## config.mk

```make
export PLATFORM = sky130hd
export DESIGN_NAME = mouse_tracker
export DESIGN_NICKNAME = d
export VERILOG_FILES = /design/src/rtl/mouse_pkg.sv /design/src/rtl/mouse_pos_accum.sv /design/src/rtl/mouse_tracker.sv
export SDC_FILE = /design/constraint.sdc
export NUM_CORES = 1
export LEC_CHECK = 0
export CAP_MARGIN = 20
export CORE_MARGIN = 2
export CORE_UTILIZATION = 60
export DETAILED_ROUTE_END_ITERATION = 7
export PLACE_DENSITY_LB_ADDON = 0.1
export SYNTH_ARGS = -nofsm -noshare
export SYNTH_HDL_FRONTEND = slang
export SYNTH_HIERARCHICAL = 1
export SYNTH_SLANG_ARGS = --single-unit
```

## constraint.sdc

```tcl
create_clock -name clk -period 5.1 [get_ports clk]
set_input_delay 1.02 -clock clk [delete_from_list [all_inputs] [get_ports clk]]
set_output_delay 1.02 -clock clk [all_outputs]
set_load 0.03 [all_outputs]
```

## src/rtl/mouse_pkg.sv

```systemverilog
// Shared types and constants for the PS/2 mouse tracker.
package mouse_pkg;

    // Packet assembly states: await header, await dx, await dy.
    typedef enum logic [1:0] {
        StB0 = 2'd0,
        StB1 = 2'd1,
        StB2 = 2'd2
    } mouse_state_e;

    localparam int unsigned ScreenWDefault = 640;
    localparam int unsigned ScreenHDefault = 480;

    // Bit positions inside the PS/2 header byte.
    localparam int unsigned HdrBtnL  = 0;
    localparam int unsigned HdrBtnR  = 1;
    localparam int unsigned HdrSync  = 3;
    localparam int unsigned HdrXSign = 4;
    localparam int unsigned HdrYSign = 5;
    localparam int unsigned HdrXOvf  = 6;
    localparam int unsigned HdrYOvf  = 7;

    // Signed width used for position arithmetic; wide enough that pos +/- 256 never wraps.
    localparam int unsigned PosSumW = 12;

    // Header fields the tracker actually consumes.
    typedef struct packed {
        logic y_ovf;
        logic x_ovf;
        logic y_sign;
        logic x_sign;
        logic btn_r;
        logic btn_l;
    } mouse_hdr_t;

    function automatic mouse_hdr_t unpack_hdr(input logic [7:0] b);
        mouse_hdr_t h;
        h.y_ovf  = b[HdrYOvf];
        h.x_ovf  = b[HdrXOvf];
        h.y_sign = b[HdrYSign];
        h.x_sign = b[HdrXSign];
        h.btn_r  = b[HdrBtnR];
        h.btn_l  = b[HdrBtnL];
        return h;
    endfunction

    // 9-bit two's complement movement; an overflow flag discards the movement entirely.
    function automatic logic signed [8:0] movement(input logic sign, input logic [7:0] mag,
                                                   input logic ovf);
        return ovf ? 9'sd0 : $signed({sign, mag});
    endfunction

endpackage

```

## src/rtl/mouse_pos_accum.sv

```systemverilog
// Saturating position update: pos_o = clamp(pos_i + delta_i, 0, limit_i).
module mouse_pos_accum
    import mouse_pkg::*;
#(
    parameter int unsigned PosW = 10
) (
    input  logic [PosW-1:0]           pos_i,
    input  logic signed [PosSumW-1:0] delta_i,
    input  logic [PosW-1:0]           limit_i,
    output logic [PosW-1:0]           pos_o
);

    logic signed [PosSumW-1:0] pos_ext;
    logic signed [PosSumW-1:0] lim_ext;
    logic signed [PosSumW-1:0] sum;

    // Widen to signed, add, then clamp to [0, limit].
    always_comb begin
        pos_ext = $signed({{(PosSumW - PosW){1'b0}}, pos_i});
        lim_ext = $signed({{(PosSumW - PosW){1'b0}}, limit_i});
        sum     = pos_ext + delta_i;
        if (sum[PosSumW-1]) begin
            pos_o = '0;
        end else if (sum > lim_ext) begin
            pos_o = limit_i;
        end else begin
            pos_o = sum[PosW-1:0];
        end
    end

endmodule

```

## src/rtl/mouse_tracker.sv

```systemverilog
// PS/2 mouse packet assembler and cursor tracker with inter-byte timeout.
module mouse_tracker
    import mouse_pkg::*;
#(
    parameter int unsigned SCREEN_W    = ScreenWDefault,
    parameter int unsigned SCREEN_H    = ScreenHDefault,
    parameter int unsigned INIT_X      = 320,
    parameter int unsigned INIT_Y      = 240,
    parameter int unsigned TIMEOUT_CYC = 2000000
) (
    input  logic       clk,
    input  logic       rst,
    input  logic [7:0] rx_data,
    input  logic       rx_valid,
    output logic [9:0] mouse_x,
    output logic [8:0] mouse_y,
    output logic       btn_l,
    output logic       btn_r,
    output logic       l_click,
    output logic       r_click,
    output logic       pkt_valid,
    output logic       sync_err
);

    localparam int unsigned    CntW    = $clog2(TIMEOUT_CYC + 1);
    localparam logic [CntW-1:0] CntLast = CntW'(TIMEOUT_CYC - 1);
    localparam logic [9:0]     XLimit  = 10'(SCREEN_W - 1);
    localparam logic [8:0]     YLimit  = 9'(SCREEN_H - 1);

    mouse_state_e      state_q, state_d;
    logic [CntW-1:0]   cnt_q, cnt_d;
    mouse_hdr_t        hdr_q, hdr_d;
    logic [7:0]        dx_byte_q, dx_byte_d;
    logic [9:0]        x_q, x_d;
    logic [8:0]        y_q, y_d;
    logic              btn_l_q, btn_l_d;
    logic              btn_r_q, btn_r_d;
    logic              l_click_q, l_click_d;
    logic              r_click_q, r_click_d;
    logic              pkt_valid_q, pkt_valid_d;
    logic              sync_err_q, sync_err_d;

    logic              commit;
    logic              drop;
    logic              timeout;
    logic signed [8:0] dx;
    logic signed [8:0] dy;
    logic signed [PosSumW-1:0] dx_ext;
    logic signed [PosSumW-1:0] dy_neg;
    logic [9:0]        x_new;
    logic [8:0]        y_new;

    // Packet FSM and idle counter; a byte in the expiry cycle wins over the timeout.
    always_comb begin
        state_d   = state_q;
        cnt_d     = cnt_q;
        hdr_d     = hdr_q;
        dx_byte_d = dx_byte_q;
        commit    = 1'b0;
        drop      = 1'b0;
        timeout   = 1'b0;
        unique case (state_q)
            StB0: begin
                cnt_d = '0;
                if (rx_valid) begin
                    if (rx_data[HdrSync]) begin
                        hdr_d   = unpack_hdr(rx_data);
                        state_d = StB1;
                    end else begin
                        drop = 1'b1;
                    end
                end
            end
            StB1, StB2: begin
                if (rx_valid) begin
                    cnt_d = '0;
                    if (state_q == StB1) begin
                        dx_byte_d = rx_data;
                        state_d   = StB2;
                    end else begin
                        commit  = 1'b1;
                        state_d = StB0;
                    end
                end else if (cnt_q == CntLast) begin
                    timeout = 1'b1;
                    cnt_d   = '0;
                    state_d = StB0;
                end else begin
                    cnt_d = cnt_q + CntW'(1);
                end
            end
            default: begin
                state_d = StB0;
                cnt_d   = '0;
            end
        endcase
    end

    // Movement deltas; y is negated because PS/2 y grows upward and screen y downward.
    always_comb begin
        dx     = movement(hdr_q.x_sign, dx_byte_q, hdr_q.x_ovf);
        dy     = movement(hdr_q.y_sign, rx_data, hdr_q.y_ovf);
        dx_ext = {{(PosSumW - 9){dx[8]}}, dx};
        dy_neg = -{{(PosSumW - 9){dy[8]}}, dy};
    end

    mouse_pos_accum #(
        .PosW (10)
    ) u_acc_x (
        .pos_i   (x_q),
        .delta_i (dx_ext),
        .limit_i (XLimit),
        .pos_o   (x_new)
    );

    mouse_pos_accum #(
        .PosW (9)
    ) u_acc_y (
        .pos_i   (y_q),
        .delta_i (dy_neg),
        .limit_i (YLimit),
        .pos_o   (y_new)
    );

    // Registered outputs: position/buttons load on commit, pulses last one cycle.
    always_comb begin
        x_d         = commit ? x_new : x_q;
        y_d         = commit ? y_new : y_q;
        btn_l_d     = commit ? hdr_q.btn_l : btn_l_q;
        btn_r_d     = commit ? hdr_q.btn_r : btn_r_q;
        l_click_d   = commit & hdr_q.btn_l & ~btn_l_q;
        r_click_d   = commit & hdr_q.btn_r & ~btn_r_q;
        pkt_valid_d = commit;
        sync_err_d  = drop | timeout;
    end

    // State and output registers.
    always_ff @(posedge clk or negedge rst) begin
        if (!rst) begin
            state_q     <= StB0;
            cnt_q       <= '0;
            hdr_q       <= '0;
            dx_byte_q   <= '0;
            x_q         <= 10'(INIT_X);
            y_q         <= 9'(INIT_Y);
            btn_l_q     <= 1'b0;
            btn_r_q     <= 1'b0;
            l_click_q   <= 1'b0;
            r_click_q   <= 1'b0;
            pkt_valid_q <= 1'b0;
            sync_err_q  <= 1'b0;
        end else begin
            state_q     <= state_d;
            cnt_q       <= cnt_d;
            hdr_q       <= hdr_d;
            dx_byte_q   <= dx_byte_d;
            x_q         <= x_d;
            y_q         <= y_d;
            btn_l_q     <= btn_l_d;
            btn_r_q     <= btn_r_d;
            l_click_q   <= l_click_d;
            r_click_q   <= r_click_d;
            pkt_valid_q <= pkt_valid_d;
            sync_err_q  <= sync_err_d;
        end
    end

    assign mouse_x   = x_q;
    assign mouse_y   = y_q;
    assign btn_l     = btn_l_q;
    assign btn_r     = btn_r_q;
    assign l_click   = l_click_q;
    assign r_click   = r_click_q;
    assign pkt_valid = pkt_valid_q;
    assign sync_err  = sync_err_q;

endmodule

```

[Word-level counts from Yosys, hierarchy flattened]
Cells that the tools add are included.
Operators by class
  add/sub/neg operators: 4
  order comparisons: 2
  eq/ne operators: 6
  mux-type cells: 24
  bitwise gates (word level): 7
  reductions and logical operators: 5
Operator list (number)
  $mux W21: 3
  $mux W9: 4
  $add A21 B1 Y21 const B: 1
  $eq A21 B21 Y1 const B: 1
  $mux W10: 2
  $add A10 B12 Y12: 1
  $add A11 B9 Y12: 1
  $gt A12 B10 Y1 const B: 1
  $gt A12 B11 Y1 const B: 1
  $neg A12 Y12: 1
  $mux W2: 5
  $mux W1: 9
  $reduce_and A3 Y1: 3
  $and A1 B1 Y1: 4
  $ne A2 B2 Y1 const B: 2
  $pmux W2 S2: 1
  $ne A3 B3 Y1 const B: 1
  $eq A2 B1 Y1 const B: 1
  $eq A2 B2 Y1 const B: 1
  $logic_not A2 Y1: 1
  $not A1 Y1: 2
  $reduce_or A2 Y1: 1
  $or A1 B1 Y1: 1
Storage, ports and cells
  register bits after elaboration: 62
  output and inout bits: 25
  word-level logic and storage cells: 65

[Logic depth before layout (Yosys ltp)]
  depth in word-level cells: 6
  gate-level depth with buffers: 21
  mapped depth without buffers: 19

[Modules after synthesis]
The synthesis kept the hierarchy.
By module, submodules not included
  mouse_tracker: times used 1, cells an instance 301, area each 2927.8 um^2, sequential area each 1559.0 um^2
  mouse_pos_accum at u_acc_x: times used 1, cells an instance 137, area each 979.7 um^2, sequential area each 0.0 um^2
  mouse_pos_accum at u_acc_y: times used 1, cells an instance 115, area each 902.1 um^2, sequential area each 0.0 um^2

[Worst setup path before layout]
Ideal clock, no wire load.
  kind: input to register
  from: input rx_data[5]
  to: register y_q[2], in the netlist mouse_y[2]
  library setup time: 117 ps
  data arrival time: 4178 ps
  data required time: 4983 ps
  path slack: 805 ps
  stages: 17
  path buffers: 1
  path through: nor4_1 > o21ai_0 > xnor2_1 > ha_1 > a21o_1 > or3_2 > and2_1 > ha_1 > and4_1 > nand4_1 > o21ai_0 > a211o_1 > o211a_1 > buf_6 > mux2i_1 > nand2_1 > nand2_1
Between the ends
  longest elaborated chain between the ends: 6
RTL lines
  start: declaration: line mouse_tracker.sv:13  | input logic [7:0] rx_data,
  $mux W9 (*): line mouse_pkg.sv:50  | return ovf ? 9'sd0 : $signed({sign, mag});
  $neg A12 Y12 (*): line mouse_tracker.sv:104  | dy_neg = -{{(PosSumW - 9){dy[8]}}, dy};
  net dy_neg[6]: line mouse_tracker.sv:49  | logic signed [PosSumW-1:0] dy_neg;
  $add A10 B12 Y12 (*): line mouse_pos_accum.sv:21  | sum = pos_ext + delta_i;
  $gt A12 B10 Y1: line mouse_pos_accum.sv:24  | end else if (sum > lim_ext) begin
  $mux W9: line mouse_pos_accum.sv:24
  $mux W9 (*): line mouse_pos_accum.sv:22  | if (sum[PosSumW-1]) begin
  net y_new[2]: line mouse_tracker.sv:51  | logic [8:0] y_new;
  end signal: assignment: line mouse_tracker.sv:145  | y_q <= 9'(INIT_Y);
  end signal: assignment: line mouse_tracker.sv:158  | y_q <= y_d;
  end: declaration: line mouse_tracker.sv:35  | logic [8:0] y_q, y_d;
Mark *: on every way through the listed nets, which the timed path passes. The rest lies on a longest branch.
A chain may end at the register's enable or synchronous reset.

[Worst setup path after layout]
  from: input rx_data[0]
  to: register y_q[0], in the netlist mouse_y[0]
Between the ends
  longest elaborated chain between the ends: 6
RTL lines
  $mux W9 (*): line mouse_pkg.sv:50
  net dy[0]: line mouse_tracker.sv:47  | logic signed [8:0] dy;
  $neg A12 Y12 (*): line mouse_tracker.sv:104
  net dy_neg[4]: line mouse_tracker.sv:49
  $add A10 B12 Y12 (*): line mouse_pos_accum.sv:21
  $gt A12 B10 Y1: line mouse_pos_accum.sv:24
  $mux W9: line mouse_pos_accum.sv:24
  $mux W9 (*): line mouse_pos_accum.sv:22
  net y_new[0]: line mouse_tracker.sv:51
Marked as above.

==> results_dict.tcl <==
set metrics [dict create \
    status "completed" \
    worst_ep_arrival_time_ps 5130 \
    rows 32 \
    place.gp.congestion 0.869 \
    power_density_mw_per_mm2 675 \
    synth_simple_gate_area_share_pct 23.8 \
    grt.met2_usage_pct 46.4 \
    peakVddDrop_mv 0.384 \
    power_mw 3.81 \
    synthTopCellsByArea "dfrtp_1 (29%), ha_1 (11%), nand2_1 (6.8%)" \
    final_core_util_pct 73.1 \
    swShare_pct 48.6 \
    initialDrtViolationCount 187 \
    synthMostInstantiatedCell "nand2_1" \
    fmax_mhz 207 \
    p_seq_share_pct 20.4 \
    grt_overflow 0 \
    synth.top_cell.area_share_pct 29.1 \
    drive_above_1_share_pct 10.6 \
    path_delay_family "simple AND/OR/NAND/NOR gates" \
    ys.warnings.count 6 \
    place_area_mm2 0.00543 \
    grt_max_degree 63 \
    worst_hold_startpoint "btn_r" \
    period_needed_ps 4830 \
    die_y_um 93.5 \
    avgViaCountPerCell 5.72 \
    antenna_cells 0 \
    routed_wirelength_um 11000 \
    p_sw_mw 1.85 \
    clkTransAtPathRegs_ps 80 \
    cpMostUsedCell "ha_1" \
    critPathKind "primary input to flop" \
    area_growth_pct 17.4 \
    use_met1_pct 35.2 \
    ios 36 \
    dieArea_mm2 0.00875 \
    grt_util_all_layers_pct 27.6 \
    worst_slew_pin_slew_ps 784 \
    holdCritPathClass "flop to flop" \
    crit_path_max_fanout 9 \
    numCtsBuffers 9 \
    leakage_nw 2.69 \
    hold_viol_final 0 \
    cts_max_path_buffers 2 \
    synth_cells 553 \
    drc_errors 0 \
    final_cell_area_mm2 0.00565 \
    ys_types 65 \
    clkLatencyLatePin_ps 360 \
    hold_depth 1 \
    grt_pass1_vias 4158 \
    start_util_pct 62.2 \
    max_stage_delay_ps 510 \
    root_buffer "clkbuf_8" \
    period_share_pct 94.7 \
    cts_tree "yes" \
    die_w_um 93.5 \
    ys.flop_type "dfrtp_1" \
    path_cells "clkdlybuf4s50_1 > nor2b_1 > inv_1 > ha_1 > o21a_1 > a31oi_1 > ha_1 > a21oi_2 > a21oi_1 > or3_2 > and2_1 > ha_1 > and4_1 > nand4_1 > o21ai_0 > a211o_1 > o211a_4 > mux2i_1 > nand2_1 > nand2_1" \
    fin_setup_tns_ps 0 \
    drt-wirelength-per-cell_um 14.8 \
    critical_path_buf_inv_count 2 \
    syn_area_per_cell_um2 8.70 \
    reg2reg_slack_ps 860 \
    critPathRequiredTime_ps 5390 \
    synth_common_cells "nand2_1 (87), dfrtp_1 (56), ha_1 (42)" \
    htree_levels 3 \
    cp_num_cells 20 \
    r2r_start "hdr_q[5]" \
    synth_compound_area_share_pct 16.9 \
    synth-seq-cells 62 \
    synth_edf_count 0 \
    synth.yosys.seq_area_share_pct 32.4 \
    netlist_area_mm2 0.00481 \
    drv_slew 0 \
    maxCapViolations 0 \
    synth_top_family_by_area "simple AND/OR/NAND/NOR gates" \
    reg2reg_to "mouse_y[0]" \
    p_int_mw 1.96 \
    grt_setup_unrepaired "no" \
    reg2regPathDepth 19 \
    skew_ps 12.3 \
    antenna_found_initial 0 \
    first_pass_iters 5 \
    top_usage_layer "met2" \
    portBuffers 35 \
    grt_first_pass_wirelength_um 19200 \
    final-setup-viol-count 0 \
    clock_power_share_pct 11.8 \
    grt_util_met3_pct 2.82 \
    antenna_left 0 \
    slowest_stage "clkdlybuf4s50_1" \
    synthAdderAreaFrac_pct 11.8 \
    async_flop_share_pct 100 \
    worstHoldEndpoint "r_click" \
    core_area_mm2 0.00773 \
    synth_mux_area_share_pct 4.92 \
    hpwl_um 8190 \
    slew_headroom_pct 47.8 \
    cts.sink_count 62 \
    num_vias 4239 \
    end_kind "flop" \
    nets 689 \
    cts_setup_buffers 0 \
    worst_setup_path_start_kind "primary input" \
    synth.largest_area_cell "dfrtp_1" \
    synthXorXnorAreaFrac_pct 5.83 \
    p_comb_share_pct 67.7 \
]
==> metrics by stage <==
stage / cells / hold WS [ps] / worst slack (ps)
after floorplan: 589 / 442 / 805
after global placement: 725 / 456 / -85.7
after detailed placement: 725 / 450 / -211
after CTS: 741 / 463 / 112
after global routing: 741 / 492 / 51.5
final: 741 / 464 / 269
==> metal layers <==
metal / routed length (um) / vias to the layer above / part of all wire, %
met2: 5530 / 111 / 50
met1: 4740 / 1999 / 43
met5: 0 / - / 0
met3: 344 / 34 / 3.1
li1: - / 2095 / -
met4: 353 / 0 / 3.2
==> sequential cells by signal (all words and copies together), names as in the netlist <==
register,cells
btn_l,1
mouse_x,10
r_click,1
state_q,2
pkt_valid,1
l_click,1
btn_r,1
dx_byte_q,8
hdr_q,6
mouse_y,9
cnt_q,21
sync_err,1
==> layout make-up <==
| cell class | count | area [um^2] |
|---|---|---|
| multi-input cells | 478 | 3190 |
| fillers | 591 | 2080 |
| flip-flops and latches | 62 | 1560 |
| repair buffers | 46 | 428 |
| inverters | 37 | 139 |
| well taps | 102 | 128 |
| clock buffers | 9 | 124 |
| clock inverters | 7 | 80.1 |
==> power by group through the flow <==
stage	Combinational [mW]	Sequential, mW	Clock (mW)
3_3_place_gp	2.45	0.781	0
4_1_cts	2.54	0.779	0.461
6_report	2.58	0.778	0.451
3_5_place_dp	2.53	0.788	0
5_1_grt	2.86	0.799	0.484
2_1_floorplan	1.80	0.892	0
==> worst register-to-register path, delay by kind of cell (launching register included) <==
family,cells,cell delay (ps)
AND/OR/NAND/NOR,8,1270
multiplexers,1,180
buffers and inverters,1,200
flip-flops,1,570
adder cells (fa/ha/maj),3,870
AO/OA/AOI/OAI,6,1100
==> timing repair <==
item,CTS,global route
gates resized for setup,0,2
hold buffers,0,0
setup endpoints to repair,0,9
==> placed cells by master, fill, tap and decap left out, types with 15 or more instances in the layout <==
cell and n:
nor2_1 28, o21ai_0 32, inv_1 37, dfrtp_1 56
nand2_1 87, ha_1 42, nor2b_1 15, xnor2_1 23
clkdlybuf4s50_1 34, a21oi_1 28, conb_1 38, nand3_1 33
==> cell families after synthesis <==
family | Yosys count
AO/OA/AOI/OAI | 114
other | 2
flip-flops | 62
buffers and inverters | 49
XOR/XNOR | 32
adder cells (fa/ha/maj) | 44
multiplexers | 22
AND/OR/NAND/NOR | 228
==> worst max path at each step <==
stage | startpoint | endpoint | slack, ps
floorplan | rx_data[5] | mouse_y[2] | 810
global placement | rx_data[0] | mouse_y[0] | -90
detailed placement | rx_data[0] | mouse_y[0] | -210
CTS | rx_data[0] | mouse_y[0] | 110
global route | rx_data[0] | mouse_y[2] | 50
finish | rx_data[0] | mouse_y[0] | 270
(Power assumes the default switching activity.)
==> edit 1: new RTL, config.mk and constraints unchanged <==
The parameter `TIMEOUT_CYC` goes from 2000000 to 4000000.
--- a/src/rtl/mouse_tracker.sv
+++ b/src/rtl/mouse_tracker.sv
@@ -6,7 +6,7 @@
     parameter int unsigned SCREEN_H    = ScreenHDefault,
     parameter int unsigned INIT_X      = 320,
     parameter int unsigned INIT_Y      = 240,
-    parameter int unsigned TIMEOUT_CYC = 2000000
+    parameter int unsigned TIMEOUT_CYC = 4000000
 ) (
     input  logic       clk,
     input  logic       rst,
Formal check against the unedited RTL: same outputs for any inputs over 10 cycles, from zero or initial values and one cycle with rst low; that may be too few to reach the edited logic, so the function may still have changed.
==> edit 1 against the original RTL <==
Sequential cell count increased by 1; synthesized area grew 1.6%; cell area grew 1.4%; count of clock-buffer cells in the layout unchanged; worst setup slack worse by 0.058 ns; clock skew is 0.0015 ns lower; register-to-register slack got worse by 0.10 ns; first-iteration DRC count decreased by 17%; core utilization increased by 0.24 points; total power fell by 3.1%; global-route usage down 0.91 points; routed wire length about the same; final cell count increased by 1.8%; critical path type unchanged; largest cell class unchanged.
==> edit 1: results (changes against the original RTL) <==
- M1 wire length: 5150 um (+8.6%)
- Status: complete, no violations
- Final Skew: 0.0108 ns (-0.00151 ns)
- First-pass GRT wire length: 18900 um (-1.2%)
- CP arrival: 5.17 ns (+0.04 ns)
- Cells after DPL: 738 (+1.8%)
- Nets: 703 (+2.0%)
- Vias in the first global route: 4152 (-0.14%)
- Via density: 5.64 (-1.4%)
- Final HPWL DP: 8410 um (+2.7%)
- Cell Area, Synth: 0.00489 mm2 (+1.6%)
- Post-Synthesis Cells: 563 (+1.8%)
- GRT Overall Usage: 0.267 (-0.00912)
- First DRT Iteration DRCs: 156 (-17%)
- Layout cells sized above 1: 0.123 (+0.0163)
- Adder-cell share of the synthesized area: 0.118 (+0.000724)
- Buffers, non-clock: 52 (+13%)
- Met2 Use GR: 0.445 (-0.0194)
- Final min period: 4.89 ns (+0.0577 ns)
- Metal2 WL: 5200 um (-5.9%)
- Multi-input combinational area share: 0.562 (-0.00241)
- Largest net degree at the start of global routing: 43 (-32%)
- Pre-CTS setup slack: -0.214 ns (-0.00358 ns)
- Synth top area cells: dfrtp_1 29%, ha_1 11%, nand2_1 6.7%
- Mux share of post-synthesis cell area: 0.0507 (+0.00154)
- LEAKAGE: 2.75 nW (+2.2%)
[edit 1: timing repair]
action / CTS / global route
setup endpoints to repair: 0 / 5
hold buffers: 0 / 0
gates resized for setup: 0 / 1
[edit 1: worst paths after layout]
check / cells after the start / from / endpoint
setup / recovery: 19 / rx_data[0] / mouse_y[5]
hold / removal: 1 / btn_r / r_click
setup reg to reg: 17 / hdr_q[5] / mouse_y[5]
hold reg to reg: 1 / btn_r / r_click
max in group asynchronous: 2 / rst / mouse_x[6]
min in group asynchronous: 1 / rst / mouse_y[8]
[edit 1: worst max-delay path, stage by stage]
cell	delay, ns
clkdlybuf4s50_1	0.44
or2_2	0.30
nor2_1	0.12
xor2_1	0.17
nor2_1	0.06
ha_1	0.31
a21o_1	0.21
a21oi_2	0.21
a21oi_1	0.10
or3_2	0.42
and2_1	0.17
ha_1	0.31
and4_1	0.23
o21ai_0	0.17
a211o_1	0.12
o211a_2	0.39
mux2i_1	0.25
nand2_1	0.08
nand2_1	0.09
==> edit 2: new RTL, same flow settings <==
Without the edit above. `dx_byte_q` no longer has a reset.
--- a/src/rtl/mouse_tracker.sv
+++ b/src/rtl/mouse_tracker.sv
@@ -140,7 +140,6 @@
             state_q     <= StB0;
             cnt_q       <= '0;
             hdr_q       <= '0;
-            dx_byte_q   <= '0;
             x_q         <= 10'(INIT_X);
             y_q         <= 9'(INIT_Y);
             btn_l_q     <= 1'b0;
@@ -153,7 +152,6 @@
             state_q     <= state_d;
             cnt_q       <= cnt_d;
             hdr_q       <= hdr_d;
-            dx_byte_q   <= dx_byte_d;
             x_q         <= x_d;
             y_q         <= y_d;
             btn_l_q     <= btn_l_d;
@@ -163,6 +161,10 @@
             pkt_valid_q <= pkt_valid_d;
             sync_err_q  <= sync_err_d;
         end
+    end
+
+    always_ff @(posedge clk) begin
+        dx_byte_q <= dx_byte_d;
     end
 
     assign mouse_x   = x_q;
Check against the original RTL: no difference found for any inputs over 10 cycles, from zero or initial values and one cycle with rst low; that may be too few to reach the edited logic, so the function may still have changed.
==> edit 2 against the original RTL <==
Sequential power shrank 4.8%; clock power shrank 17%; register-to-register slack lost 0.06 ns; synthesized area shrank 0.26%; routed wire length shrank 0.21%; combinational power shrank 8.9%; clock skew grew 0.00086 ns; total power shrank 9.0%; worst setup slack lost 0.027 ns; sequential cell count is the same; largest power group unchanged; cell area shrank 1.2%.
==> edit 2: results (changes against the original RTL) <==
- Status: complete, no violations
- Top post-synthesis cells by count: 86 x nand2_1, 48 x dfrtp_1, 42 x ha_1
- # diodes: 0 (unchanged)
- Final Hold Vio Count: 0 (unchanged)
- Clock root cell: clkbuf_8
- Largest net degree at the start of global routing: 55 (-13%)
- DR pass1 iterations: 6 (+1)
- Final min period: 4.86 ns (+0.0266 ns)
- LEAKAGE: 2.63 nW (-2.4%)
- First-pass GRT wire length: 18600 um (-2.9%)
- RR Endpoint: mouse_y[8]
- Area Growth Syn to Fin: 16.2%
- Met2 Use GR: 0.468 (+0.00420)
- Peak VDD IR: 340 uV (-12%)
- Register area share after synthesis: 0.333 (+0.00919)
- Placed Area: 0.00540 mm2 (-0.58%)
- WL met3: 359 um (+4.4%)
- Met3 GRT Util: 0.0379 (+0.00967)
- Reg2reg setup slack: 0.80 ns (-0.06 ns)
- Final Skew: 0.0131 ns (+0.000862 ns)
- Postcts setup bufs: 0 (unchanged)
- CP startpoint kind: input port
- CP max stage delay: 0.51 ns (about the same)
- RR Startpoint: hdr_q[5]
- Final HPWL DP: 8240 um (+0.64%)
- Max reg flops: 21 (unchanged)
- CTS clock-pin slew for the worst setup and hold paths: 0.08 ns (about the same)
- Clk Latency, worst-skew pair: 0.34 ns (-0.02 ns)
- WL/cell: 14.9 um (+0.88%)
- Vias in the first global route: 4202 (+1.1%)
- XOR/XNOR Fraction of Synth Area: 0.0566 (-0.00167)
- Compound-Gate Fraction of Synth Area: 0.169 (-0.000341)
- Synth warnings: 6 (unchanged)
- GPL Wtd Cong: 0.921 (+5.9%)
- Adder-cell share of the synthesized area: 0.118 (+0.000307)
- EDFF count, synth: 8 (+8)
- Reg2Reg Depth: 18 (-1)
- Number of distinct library cells after synthesis: 70 (+7.7%)
- Mux share of post-synthesis cell area: 0.0350 (-0.0142)
- Filler cells: 625 (+5.8%)
- Critical path class: input port to flop
- Delay-heaviest family, CP: compound AO/OA/AOI/OAI gates
- Via density: 5.78 (+1.1%)
- Critical Path Fanout Max: 9 (unchanged)
- M1 wire length: 4790 um (+1.2%)
- H-Tree Depth: 3 (unchanged)
- FFs w/ async S/R, synth: 0.871 (-0.129)
- GRT Overall Usage: 0.263 (-0.0128)
- Nets: 681 (-1.2%)
- Metal2 WL: 5520 um (-0.22%)
- M1 GR Usage: 0.310 (-0.0420)
- Synth top area cells: dfrtp_1 25%, ha_1 11%, nand2_1 6.7%
- Layout cells sized above 1: 0.0951 (-0.0113)
- DR top layer: met4
- Pre-CTS setup slack: -0.118 ns (+0.0929 ns)
- Longest Clk Path Bufs: 2 (unchanged)
- Rel. slew slack: 0.445 (-0.0325)
- PortBufs: 35 (unchanged)
- First DRT Iteration DRCs: 296 (+58%)
## edit 2: changes by cell type in the layout (fill, tap and decap cells not counted), sizes merged, moves of 3 or more
cell    change
dfrtp       -8
xnor2       -3
or3         -3
nand3       +5
nor4        -3
edfxtp      +8
inv         -3
mux2        -7
## edit 2: cell type report
cell class	instances	share of cell area
multi-input combinational	472	0.560
sequential	62	0.287
timing repair buffer	45	0.0754
inverter	36	0.0242
tap	102	0.0229
clock buffer	9	0.0222
clock inverter	7	0.00897
## edit 2: worst min-delay path by stage
stage | start | endpoint | slack, ns | cells after the start
after detailed placement | btn_l | l_click | 0.46 | 1
after CTS | btn_l | l_click | 0.47 | 1
final | mouse_x[8] | mouse_x[8] | 0.47 | 2
after floorplan | hdr_q[0] | btn_l | 0.45 | 2
after global placement | btn_l | l_click | 0.45 | 1
after global routing | mouse_x[8] | mouse_x[8] | 0.49 | 2
## edit 2: what timing repair did
item | CTS | global route
endpoints found under the setup margin | 0 | 9
endpoints found under the hold margin | 0 | 0
resized for setup | 0 | 1
## edit 2: cell families after synthesis
logic type | after synthesis
buffers and inverters | 49
other | 2
and+or+nand+nor | 230
xor gates and xnor gates | 31
muxes | 16
adders and majority gates | 44
AOI/OAI and AO/OA | 113
DFF | 62
## edit 2: power breakdown
group	internal (mW)	switching, mW	total [mW]
Combinational	0.969	1.38	2.35
Clock	0.176	0.199	0.376
Sequential	0.631	0.110	0.741
## edit 2: metrics by stage
step | hold slack [ns] | std cells
floorplan | 0.447 | 583
global placement | 0.447 | 717
detailed placement | 0.459 | 717
CTS | 0.470 | 733
global route | 0.493 | 733
finish | 0.473 | 733
